<file path="src/rtl/clock_set_ctrl_pkg.sv">
// clock_pkg: shared types and helpers for the digital-clock blocks.
//   set_state_e  - set-mode FSM states; the encoding doubles as the field select
//   field_t      - field-select bus shared with the counter and display blocks
//   FIELD_*      - field-select constants
//   ms_to_cycles - ms -> clk cycles in 64-bit arithmetic, floored at 2
package clock_pkg;

   typedef enum logic [1:0] {
      ST_RUN     = 2'd0,
      ST_SET_HR  = 2'd1,
      ST_SET_MIN = 2'd2,
      ST_SET_SEC = 2'd3
   } set_state_e;

   typedef logic [1:0] field_t;

   localparam field_t FIELD_NONE = 2'd0;
   localparam field_t FIELD_HOUR = 2'd1;
   localparam field_t FIELD_MIN  = 2'd2;
   localparam field_t FIELD_SEC  = 2'd3;

   // freq*ms overflows 32 bits for realistic clocks; a count below 2 would
   // break the "terminal count minus one" compares downstream.
   function automatic longint unsigned ms_to_cycles(input longint unsigned freq_hz,
                                                    input longint unsigned ms);
      longint unsigned c;
      c = (freq_hz * ms) / 64'd1000;
      return (c < 64'd2) ? 64'd2 : c;
   endfunction

endpackage

</file>
<file path="src/rtl/clock_set_ctrl_if.sv">
// clock_set_ctrl_if: button inputs and control outputs of the set controller.
//   i_btn_mode/up/down - debounced button levels, active-high
//   o_sel              - selected field (FIELD_*)
//   o_inc/o_dec        - one-cycle strobes for field o_sel
//   o_run              - timekeeping enable
//   o_blink            - blink phase for the selected field
// master: the side driving buttons; slave: clock_set_ctrl.
interface clock_set_ctrl_if;
   import clock_pkg::*;

   logic   i_btn_mode;
   logic   i_btn_up;
   logic   i_btn_down;
   field_t o_sel;
   logic   o_inc;
   logic   o_dec;
   logic   o_run;
   logic   o_blink;

   modport master (output i_btn_mode, i_btn_up, i_btn_down,
                   input  o_sel, o_inc, o_dec, o_run, o_blink);
   modport slave  (input  i_btn_mode, i_btn_up, i_btn_down,
                   output o_sel, o_inc, o_dec, o_run, o_blink);
endinterface

</file>
<file path="src/rtl/clock_set_ctrl_btn.sv">
// btn_repeat: press detect and optional hold/auto-repeat for one button.
//   clk, rst_n - clock, async active-low reset
//   i_btn      - debounced level
//   i_enable   - pulses allowed (set state active)
//   i_clear    - kill pulse and hold count this cycle (MODE press / both held)
//   o_pulse    - combinational pulse; the parent registers it
// Build option AUTO_REPEAT_EN: when defined, a held button repeats after
// LONG_CNT cycles and then every REP_CNT cycles; otherwise one pulse per press.
module btn_repeat #(
   parameter int unsigned LONG_CNT = 2,
   parameter int unsigned REP_CNT  = 2
) (
   input  logic clk,
   input  logic rst_n,
   input  logic i_btn,
   input  logic i_enable,
   input  logic i_clear,
   output logic o_pulse
);

   logic prev_q;
   logic lock_q, lock_d;
   logic press, active;

   assign press = i_btn & ~prev_q;

   // A button held while cleared or disabled stays dead until released, so
   // releasing the other button (or leaving run) never fakes a new press.
   always_comb begin
      lock_d = lock_q;
      if (!i_btn)                    lock_d = 1'b0;
      else if (i_clear || !i_enable) lock_d = 1'b1;
   end

   assign active = i_btn & i_enable & ~i_clear & ~lock_q;

   always_ff @(posedge clk or negedge rst_n) begin
      if (!rst_n) begin
         prev_q <= 1'b1;   // held-through-reset button needs a re-press
         lock_q <= 1'b0;
      end else begin
         prev_q <= i_btn;
         lock_q <= lock_d;
      end
   end

`ifdef AUTO_REPEAT_EN
   localparam int unsigned MAXC = (LONG_CNT > REP_CNT) ? LONG_CNT : REP_CNT;
   localparam int unsigned CW   = $clog2(MAXC + 1);
   localparam logic [CW-1:0] LONG_C = CW'(LONG_CNT);
   localparam logic [CW-1:0] REP_C  = CW'(REP_CNT);

   // cnt_q = cycles since the last pulse; rep_q = first repeat already given
   logic [CW-1:0] cnt_q, cnt_d;
   logic          rep_q, rep_d;

   always_comb begin
      cnt_d   = cnt_q;
      rep_d   = rep_q;
      o_pulse = 1'b0;
      if (!active) begin
         cnt_d = '0;
         rep_d = 1'b0;
      end else if (press || cnt_q == (rep_q ? REP_C : LONG_C)) begin
         o_pulse = 1'b1;
         cnt_d   = CW'(1);
         rep_d   = ~press;
      end else begin
         cnt_d = cnt_q + CW'(1);
      end
   end

   always_ff @(posedge clk or negedge rst_n) begin
      if (!rst_n) begin
         cnt_q <= '0;
         rep_q <= 1'b0;
      end else begin
         cnt_q <= cnt_d;
         rep_q <= rep_d;
      end
   end
`else
   assign o_pulse = active & press;
`endif

endmodule

</file>
<file path="src/rtl/clock_set_ctrl.sv">
// clock_set_ctrl: set-mode controller for the digital clock.
//   clk, rst_n - clock, async active-low reset
//   bus        - clock_set_ctrl_if.slave (buttons in, sel/inc/dec/run/blink out)
// MODE cycles run -> hour -> minute -> second -> run. UP/DOWN strobe the
// selected field. Inactivity in a set state falls back to run. Long-press
// auto-repeat is built only with AUTO_REPEAT_EN defined.
module clock_set_ctrl
   import clock_pkg::*;
#(
   parameter int unsigned CLOCK_FREQ    = 50_000_000,
   parameter int unsigned LONG_PRESS_ms = 1000,
   parameter int unsigned REPEAT_ms     = 200,
   parameter int unsigned TIMEOUT_s     = 10,
   parameter int unsigned BLINK_ms      = 500
) (
   input  logic             clk,
   input  logic             rst_n,
   clock_set_ctrl_if.slave  bus
);

   localparam longint unsigned FREQ        = longint'(CLOCK_FREQ);
   localparam longint unsigned LONG_CNT    = ms_to_cycles(FREQ, longint'(LONG_PRESS_ms));
   localparam longint unsigned REP_CNT     = ms_to_cycles(FREQ, longint'(REPEAT_ms));
   localparam longint unsigned TIMEOUT_CNT = ms_to_cycles(FREQ, longint'(TIMEOUT_s) * 64'd1000);
   localparam longint unsigned BLINK_CNT   = ms_to_cycles(FREQ, longint'(BLINK_ms));
   localparam int unsigned     TW          = $clog2(TIMEOUT_CNT);
   localparam int unsigned     BW          = $clog2(BLINK_CNT);
   localparam logic [TW-1:0]   TO_MAX      = TW'(TIMEOUT_CNT - 64'd1);
   localparam logic [BW-1:0]   BL_MAX      = BW'(BLINK_CNT - 64'd1);

   set_state_e    state_q, state_d;
   logic          mode_prev_q, mode_press;
   logic [TW-1:0] to_q, to_d;
   logic [BW-1:0] bl_q, bl_d;
   logic          blink_q, blink_d;
   logic          inc_q, dec_q, run_q;
   logic          in_set, both, clr, up_pulse, dn_pulse, any_pulse, chg;

   assign mode_press = bus.i_btn_mode & ~mode_prev_q;
   assign in_set     = (state_q != ST_RUN);
   assign both       = bus.i_btn_up & bus.i_btn_down;
   assign clr        = mode_press | both;
   assign any_pulse  = up_pulse | dn_pulse;

   btn_repeat #(.LONG_CNT(int'(LONG_CNT)), .REP_CNT(int'(REP_CNT))) u_up (
      .clk(clk), .rst_n(rst_n), .i_btn(bus.i_btn_up), .i_enable(in_set),
      .i_clear(clr), .o_pulse(up_pulse));

   btn_repeat #(.LONG_CNT(int'(LONG_CNT)), .REP_CNT(int'(REP_CNT))) u_dn (
      .clk(clk), .rst_n(rst_n), .i_btn(bus.i_btn_down), .i_enable(in_set),
      .i_clear(clr), .o_pulse(dn_pulse));

   always_comb begin
      state_d = state_q;
      to_d    = to_q;
      bl_d    = bl_q;
      blink_d = blink_q;
      if (mode_press) begin
         case (state_q)
            ST_RUN:     state_d = ST_SET_HR;
            ST_SET_HR:  state_d = ST_SET_MIN;
            ST_SET_MIN: state_d = ST_SET_SEC;
            default:    state_d = ST_RUN;
         endcase
      end else if (in_set && !any_pulse && to_q == TO_MAX) begin
         state_d = ST_RUN;   // a pulse in the last cycle wins over the timeout
      end
      chg = (state_d != state_q);

      if (!in_set || any_pulse || chg) to_d = '0;
      else                             to_d = to_q + TW'(1);

      // blink phase restarts low on every state change and stays low in run
      if (chg || state_d == ST_RUN) begin
         bl_d    = '0;
         blink_d = 1'b0;
      end else if (bl_q == BL_MAX) begin
         bl_d    = '0;
         blink_d = ~blink_q;
      end else begin
         bl_d    = bl_q + BW'(1);
      end
   end

   always_ff @(posedge clk or negedge rst_n) begin
      if (!rst_n) begin
         state_q     <= ST_RUN;
         mode_prev_q <= 1'b1;
         to_q        <= '0;
         bl_q        <= '0;
         blink_q     <= 1'b0;
         inc_q       <= 1'b0;
         dec_q       <= 1'b0;
         run_q       <= 1'b1;
      end else begin
         state_q     <= state_d;
         mode_prev_q <= bus.i_btn_mode;
         to_q        <= to_d;
         bl_q        <= bl_d;
         blink_q     <= blink_d;
         inc_q       <= up_pulse & ~chg;
         dec_q       <= dn_pulse & ~chg;
         run_q       <= (state_d == ST_RUN);
      end
   end

   assign bus.o_sel   = field_t'(state_q);
   assign bus.o_inc   = inc_q;
   assign bus.o_dec   = dec_q;
   assign bus.o_run   = run_q;
   assign bus.o_blink = blink_q;

endmodule
</file>
<file path="src/flat_wrapper.sv">
// flat-port wrapper written by rule: the top's interface ports become plain ports
module clock_set_ctrl_flat import clock_pkg::*;
#(
   parameter int unsigned CLOCK_FREQ    = 50_000_000,
   parameter int unsigned LONG_PRESS_ms = 1000,
   parameter int unsigned REPEAT_ms     = 200,
   parameter int unsigned TIMEOUT_s     = 10,
   parameter int unsigned BLINK_ms      = 500
)
  (clk, rst_n, bus_i_btn_mode, bus_i_btn_up, bus_i_btn_down, bus_o_sel, bus_o_inc, bus_o_dec, bus_o_run, bus_o_blink);
  clock_set_ctrl_if bus_i ();
  input  logic clk;
  input  logic rst_n;
  input wire logic [$bits(bus_i.i_btn_mode)-1:0] bus_i_btn_mode;
  input wire logic [$bits(bus_i.i_btn_up)-1:0] bus_i_btn_up;
  input wire logic [$bits(bus_i.i_btn_down)-1:0] bus_i_btn_down;
  output wire logic [$bits(bus_i.o_sel)-1:0] bus_o_sel;
  output wire logic [$bits(bus_i.o_inc)-1:0] bus_o_inc;
  output wire logic [$bits(bus_i.o_dec)-1:0] bus_o_dec;
  output wire logic [$bits(bus_i.o_run)-1:0] bus_o_run;
  output wire logic [$bits(bus_i.o_blink)-1:0] bus_o_blink;
  assign bus_i.i_btn_mode = bus_i_btn_mode;
  assign bus_i.i_btn_up = bus_i_btn_up;
  assign bus_i.i_btn_down = bus_i_btn_down;
  assign bus_o_sel = bus_i.o_sel;
  assign bus_o_inc = bus_i.o_inc;
  assign bus_o_dec = bus_i.o_dec;
  assign bus_o_run = bus_i.o_run;
  assign bus_o_blink = bus_i.o_blink;
  clock_set_ctrl #(.CLOCK_FREQ(CLOCK_FREQ), .LONG_PRESS_ms(LONG_PRESS_ms), .REPEAT_ms(REPEAT_ms), .TIMEOUT_s(TIMEOUT_s), .BLINK_ms(BLINK_ms)) u_core (.clk(clk), .rst_n(rst_n), .bus(bus_i));
endmodule
</file>
<file path="config.mk">
export PLATFORM = sky130hd
export DESIGN_NAME = clock_set_ctrl_flat
export DESIGN_NICKNAME = d
export VERILOG_FILES = /design/src/rtl/clock_set_ctrl_pkg.sv /design/src/rtl/clock_set_ctrl_if.sv /design/src/rtl/clock_set_ctrl_btn.sv /design/src/rtl/clock_set_ctrl.sv /design/src/flat_wrapper.sv
export SDC_FILE = /design/constraint.sdc
export NUM_CORES = 1
export LEC_CHECK = 0
export ABC_AREA = 1
export ABC_CLOCK_PERIOD_IN_PS = 1900
export CORE_ASPECT_RATIO = 0.7
export CORE_UTILIZATION = 35
export DETAILED_ROUTE_END_ITERATION = 10
export GPL_TIMING_DRIVEN = 0
export PLACE_DENSITY_LB_ADDON = 0.3
export REMOVE_ABC_BUFFERS = 1
export SETUP_SLACK_MARGIN = 0.5
export SYNTH_ARGS = -nofsm -noshare
export SYNTH_HDL_FRONTEND = slang
export SYNTH_HIERARCHICAL = 1
export SYNTH_SLANG_ARGS = --single-unit
</file>
<file path="constraint.sdc">
create_clock -name clk -period 1.9 [get_ports clk]
set_input_delay 0.285 -clock clk [delete_from_list [all_inputs] [get_ports clk]]
set_output_delay 0.285 -clock clk [all_outputs]
set_load 0.02 [all_outputs]
</file>
==> results.yml, run 1 <==
setup_path:
  cp-startpoint: "u_core/bus.o_sel[0]"
  crit_fanout: 8
  startpoint_type: "flop"
  worst-setup-path-type: "flop to flop"
  r2r-start: "u_core/bus.o_sel[0]"
  setup.worst_path.end_class: "flop"
  worstPathArrival_ps: 2420
  ff2ff_path_depth: 15
  reg2reg_slack_ps: -310
  required_ps: 2120
  r2r-end: "u_core/to_q[22]"
clock_tree:
  insertion_delay_ps: 340
  cts_hold_buffers: 0
  clockRootBuffer: "clkbuf_16"
  clk_pin_slew_worst_paths_ps: 60
  cts_sinks: 65
  numCtsBuffers: 9
  cts_tree: "done"
  cts-htree-levels: 3
  clk_path_buf_depth: 2
floorplan:
  rows: 31
  die_w_microns: 128
  die_area_sq_mm: 0.0115
  core_sq_mm: 0.0106
  fp.dieH_microns: 90.1
  ios: 11
  start_util: 0.368
placement:
  port_buffers: 10
  pre_cts_slack_ps: -1040
  dpl.hpwl_mm: 6.14
  gp_congestion: 0.916
logic_synthesis:
  syn_area_sq_mm: 0.00388
  yosysSeqAreaShare: 0.421
  syn_inst: 514
  syn_area_per_cell_sq_um: 7.54
  ys_warn_count: 6
  synth-seq-cells: 65
  synth_cell_types: 28
global_route:
  grt_pass1_vias: 3517
  grt_overflow: 0
  grt_pass1_wl_mm: 18.1
  grt_max_degree: 66
  antenna_found_initial: 0
  grt_use_total: 0.203
timing:
  skew_ps: 4.85
  post-route-min-period_ps: 2210
  slew_headroom: 0.434
  tightest_slew_ps: 849
  slew_viol_final: 0
  worst_hold_slack_ps: 50.0
  finalWorstSetupSlack_ps: -305
  min_period_over_period: 1.16
  rsz0062_at_grt: "yes"
  hold_viol_final: 0
  setup_violations: 59
  fmax_mhz: 453
cells_and_area:
  nFillCells: 1013
  n_antenna_cell: 0
  syn_to_final_growth_pct: 31.0
  seqCellArea_sq_mm: 0.00163
  drive_gt1_frac: 0.233
  finalNetCount: 575
  multi_input_area_sq_mm: 0.00223
routing:
  first_pass_iters: 5
  vias_per_cell: 5.17
  wl_mm: 10.7
  avgRoutedWirePerCell_microns: 14.9
  vias: 3714
  dr.first_iter.drc_count: 278
  drcViolationCount: 0
  drtAntennaViolNets: 0
run_status:
  violations: "setup timing"
  run_status: "finished with violations"
run:
  max-cap-violations: 0
power_and_ir_drop:
  ir_worst_vdd_v: 0.000850
  p_leak_nw: 2.09
  powerDensity_mw_per_mm2: 1200
worst_hold_path:
  worst_hold_path_type: "primary input to async pin"
==> area by class of cell <==
cell class                      instances  area share
Sequential cell                        65       0.322
Clock inverter                          7      0.0187
Multi-Input combinational cell        374       0.440
Tap cell                              148      0.0365
Clock buffer                            9      0.0443
Inverter                               74      0.0557
Timing Repair Buffer                   42      0.0835
==> synthesized netlist by cell type, drive strengths merged <==
cell	n	area, sq um
dfstp	4	105
o21bai	1	7.51
nand3b	6	45.0
nand4	12	81.3
o21ai	7	35.0
xnor2	7	61.3
inv	74	278
a21o	4	30.0
dfrtp	61	1530
xor2	23	201
buf	7	68.8
o22ai	1	6.26
nand2	115	442
nand3	46	245
nor2	84	347
nor4	7	43.8
nor3	50	300
clkbuf	1	3.75
ha	4	50.1
==> routing by layer <==
metal / vias to the layer above / routed length, microns / GRT usage
met1: 1774 / 5250 / 0.298
met2: 160 / 4510 / 0.291
met5: - / 0 / 0
li1: 1760 / - / -
met3: 20 / 770 / 0.0464
met4: 0 / 214 / 0.0676
==> worst max path at each step <==
stage | endpoint | slack [ps] | cells past startpoint
after floorplan | u_core/bl_q[0] | -330 | 13
after global placement | u_core/bus.o_blink | -1690 | 1
after detailed placement | u_core/to_q[22] | -1040 | 14
after CTS | u_core/to_q[24] | -320 | 15
after global routing | u_core/to_q[16] | -420 | 15
final | u_core/to_q[22] | -310 | 15
==> kinds of logic (layout without fill, tap and decap cells) <==
group | after synthesis | count (layout) | synth area share
flops | 65 | 65 | 0.421
fa+ha+maj | 4 | 4 | 0.0129
xor+xnor | 30 | 30 | 0.0678
simple gates | 320 | 327 | 0.388
buf+inv | 82 | 132 | 0.0904
compound gates | 13 | 13 | 0.0203
==> worst max-delay path: stages (launching register included) <==
cell and delay, ps:
dfrtp_2 420, inv_2 90, ha_4 150, inv_4 40, nand3b_1 90, nor2_2 60, nor3_4 260, inv_1 60
nor2_1 90, nand3_1 130, nand2_2 150, nand3_4 130, nand4_4 140, buf_6 110, buf_12 130, nor2_2 40
==> metrics by stage <==
step	instance area (sq um)	power, mW	cells	setup TNS (ps)	utilization
6_report	5080	6.07	719	-15310	0.481
3_5_place_dp	4090	2.65	664	-58480	0.387
3_3_place_gp	4090	2.63	664	-160350	0.388
4_1_cts	4990	5.92	715	-17420	0.473
5_1_grt	5080	6.33	719	-21420	0.481
2_1_floorplan	3800	2.29	506	-17680	-
==> timing repair <==
action	4_1_cts	5_1_grt
buffers inserted	27	4
gates resized for setup	80	21
endpoints found under the setup margin	66	62
pin swaps	30	12
cloned	8	0
==> power by group <==
group	internal, mW	total [mW]	switching, mW
registers	1.49	1.57	0.0789
logic	1.11	2.72	1.61
clock network	1.15	1.78	0.638
total	3.74	6.07	2.33
==> flip-flops by register name (all words and copies together), names as in the netlist <==
register,cells
u_core/bus.o_blink,1
u_core/bus.o_run,1
u_core/u_up/lock_q,1
u_core/u_dn/prev_q,1
u_core/bl_q,25
u_core/bus.o_sel,2
u_core/u_dn/lock_q,1
u_core/u_up/prev_q,1
u_core/mode_prev_q,1
u_core/bus.o_dec,1
u_core/bus.o_inc,1
u_core/to_q,29
==> placed cells by master (no fill, tap or decap), types with 2 or more instances in the layout <==
cell type      instances
nor2_4                 6
xnor2_1                7
dfstp_2                4
dfrtp_1               59
a21o_1                 4
o21ai_2                2
nand2_2                4
ha_1                   3
nor4_1                 7
buf_12                 3
nand3b_1               6
nor3_2                22
nor2_1                59
inv_2                  3
nor3_4                 2
nor3_1                26
inv_4                  2
buf_2                  2
nor2_2                20
nand2_1              109
nand2_4                2
clkinv_2               2
inv_1                 69
clkbuf_16              9
xor2_1                23
clkinv_4               2
o21ai_0                5
bufinv_16              2
nand4_1               11
dfrtp_2                2
buf_6                 13
nand3_1               42
nand3_4                6
buf_4                 17
nand4_4                3
dlygate4sd2_1          6
Power figures use the tool's default switching activity.
==> inputs of run 2 (changes only) <==
--- a/config.mk
+++ b/config.mk
@@ -10,6 +10,7 @@
 export CORE_ASPECT_RATIO = 0.7
 export CORE_UTILIZATION = 35
 export DETAILED_ROUTE_END_ITERATION = 10
+export GPL_ROUTABILITY_DRIVEN = 0
 export GPL_TIMING_DRIVEN = 0
 export PLACE_DENSITY_LB_ADDON = 0.3
 export REMOVE_ABC_BUFFERS = 1
==> results of run 2 <==
Same layout as run 1: the final DEF is identical, and so are final timing and power.
==> inputs of run 3 (changes only) <==
--- a/config.mk
+++ b/config.mk
@@ -15,6 +15,7 @@
 export PLACE_DENSITY_LB_ADDON = 0.3
 export REMOVE_ABC_BUFFERS = 1
 export SETUP_SLACK_MARGIN = 0.5
+export SLEW_MARGIN = 20
 export SYNTH_ARGS = -nofsm -noshare
 export SYNTH_HDL_FRONTEND = slang
 export SYNTH_HIERARCHICAL = 1
==> run 3 against run 2 <==
The flow still finishes with violations (setup timing). Via count is 3.9% lower. Maximum frequency is 1.4% higher. Sequential share of layout area is 0.97 points higher. Non-clock buffer count is 6 lower. Combinational power is 7% lower. Largest power group unchanged. Register-to-register slack better by 30 ps. Highest routed layer unchanged. Die area stayed put. Count of clock-buffer cells in the layout is 3 higher. Cell area is 2.9% lower. Wire length is 3.2% lower. Sequential power hardly changed. Flip-flop and latch count stayed put.
==> results.yml, run 3 (synthesis gave the netlist of run 1 again) <==
run_status:
  run_status: "finished with violations"
  violations: "setup timing"
cells_and_area:
  finalNetCount: 568
  utilization: 0.467
  finalNonFillerCells: 711
  final_cell_mix: "109 x nand2_1, 70 x inv_1, 65 x nor2_1"
  largest_register: "u_core/to_q"
  drive_gt1_frac: 0.187
  finalInstanceArea_sq_mm: 0.00493
  largest_register_ffs: 29
  layout.cells.most_common: "nand2_1"
  syn_to_final_growth_pct: 27.1
  n_antenna_cell: 0
worst_hold_path:
  hold_path_end: "u_core/mode_prev_q"
  hold_depth: 1
  worst_hold_path_type: "primary input to flop"
  min_from: "bus_i_btn_mode"
floorplan:
  fp.dieH_microns: 90.1
  die_w_microns: 128
  rows: 31
  ios: 11
  die_area_sq_mm: 0.0115
  start_util: 0.368
  core_sq_mm: 0.0106
timing:
  post-route-min-period_ps: 2170
  min_period_over_period: 1.14
  slew_headroom: 0.688
  finalWorstSetupSlack_ps: -275
  hold_viol_final: 0
  worst_hold_slack_ps: 218
  fin_setup_tns_ps: -13990
  slew_viol_final: 0
  setup_violations: 59
  fmax_mhz: 460
  skew_ps: 6.90
  rsz0062_at_grt: "yes"
  tightest_slew_ps: 464
setup_path:
  worstPathArrival_ps: 2380
  ff2ff_path_depth: 15
  required_ps: 2110
  r2r-end: "u_core/to_q[15]"
  cpPeakStageDelay_ps: 410
  crit_fanout: 8
  cp-startpoint: "u_core/bus.o_sel[1]"
  cpMaxStageDelayCell: "dfrtp_2"
  worst-setup-path-type: "flop to flop"
  r2r-start: "u_core/bus.o_sel[1]"
  reg2reg_slack_ps: -270
  setup.worst_path.end_class: "flop"
  worst-path-buf-inv: 4
  worst_path_most_repeated_cell: "nor2_1"
  startpoint_type: "flop"
  path_cells: "inv_2 > ha_4 > inv_4 > nand3b_1 > nor2_2 > nor3_4 > nand3_1 > nor2_1 > nand2_1 > nand2_2 > nand3_4 > nand4_4 > buf_6 > buf_12 > nor2_1"
  critPathTopFamily: "simple AND/OR/NAND/NOR gates"
clock_tree:
  numCtsBuffers: 9
  clk_path_buf_depth: 2
  cts_sinks: 65
  cts-htree-levels: 3
  cts_tree: "done"
  clockRootBuffer: "clkbuf_16"
  insertion_delay_ps: 320
  clk_pin_slew_worst_paths_ps: 50
global_route:
  grt_pass1_vias: 3445
  antenna_found_initial: 0
  grt_overflow: 0
  grt_pass1_wl_mm: 17.7
  grt_use_total: 0.195
  grt_max_degree: 47
routing:
  dr.first_iter.drc_count: 271
  drtAntennaViolNets: 0
  drcViolationCount: 0
  avgRoutedWirePerCell_microns: 14.6
  wl_mm: 10.4
  first_pass_iters: 5
  vias_per_cell: 5.02
  vias: 3569
power_and_ir_drop:
  p_leak_nw: 2.04
  powerDensity_mw_per_mm2: 1130
  ir_worst_vdd_v: 0.000886
placement:
  dpl.hpwl_mm: 6.22
  place_area_sq_mm: 0.00412
  port_buffers: 10
  placed_cells: 665
run:
  max-cap-violations: 0
-- run 3: cell types whose count changed in the layout (fill, tap and decap cells not counted), sizes merged --
cell,before,now
clkinv,4,2
clkbuf,9,12
nand3,49,48
dlygate4sd3,0,1
buf,36,28
clkdlybuf4s15,0,1
bufinv,2,0
-- run 3: where the power goes --
part	total (mW)	internal (mW)	switching, mW
clock	1.48	0.906	0.573
combinational	2.54	1.03	1.51
sequential	1.57	1.49	0.0785
total	5.59	3.43	2.16
-- run 3: area by class of cell --
| type | count | area (sq um) |
|---|---|---|
| clock buffer | 12 | 246 |
| clock inverter | 3 | 17.5 |
| fill | 1037 | 5620 |
| inverter | 74 | 280 |
| multi-input combinational | 373 | 2160 |
| sequential | 65 | 1630 |
| tap | 148 | 185 |
| timing repair buffer | 36 | 409 |
-- run 3: stage by stage --
stage          power, mW  worst slack [ps]
3_3_place_gp        2.63             -1690
6_report            5.59              -275
3_5_place_dp        2.65             -1020
4_1_cts             5.41              -304
2_1_floorplan       2.29              -333
5_1_grt             5.84              -402
-- run 3: worst max-delay path by stage --
stage | endpoint | slack (ps) | cells after the start
finish | u_core/to_q[15] | -270 | 15
detailed placement | u_core/to_q[15] | -1020 | 14
floorplan | u_core/bl_q[0] | -330 | 13
global route | u_core/to_q[15] | -400 | 15
CTS | u_core/to_q[4] | -300 | 15
global placement | u_core/bus.o_blink | -1690 | 1
-- run 3: routing by layer --
metal  vias up  part of all wire  GRT usage
met4         0            0.0092     0.0608
li1       1747                 -          -
met1      1663              0.49      0.293
met5         -                 0          0
met2       148              0.42      0.277
met3        11             0.078     0.0393
-- run 3: repair_timing --
item | 4_1_cts | 5_1_grt
setup buffers | 20 | 3
pin swaps | 19 | 11
endpoints found under the setup margin | 66 | 60
endpoints found under the hold margin | 18 | 0
gates cloned | 7 | 0
hold buffers | 1 | 0
resized for setup | 64 | 15
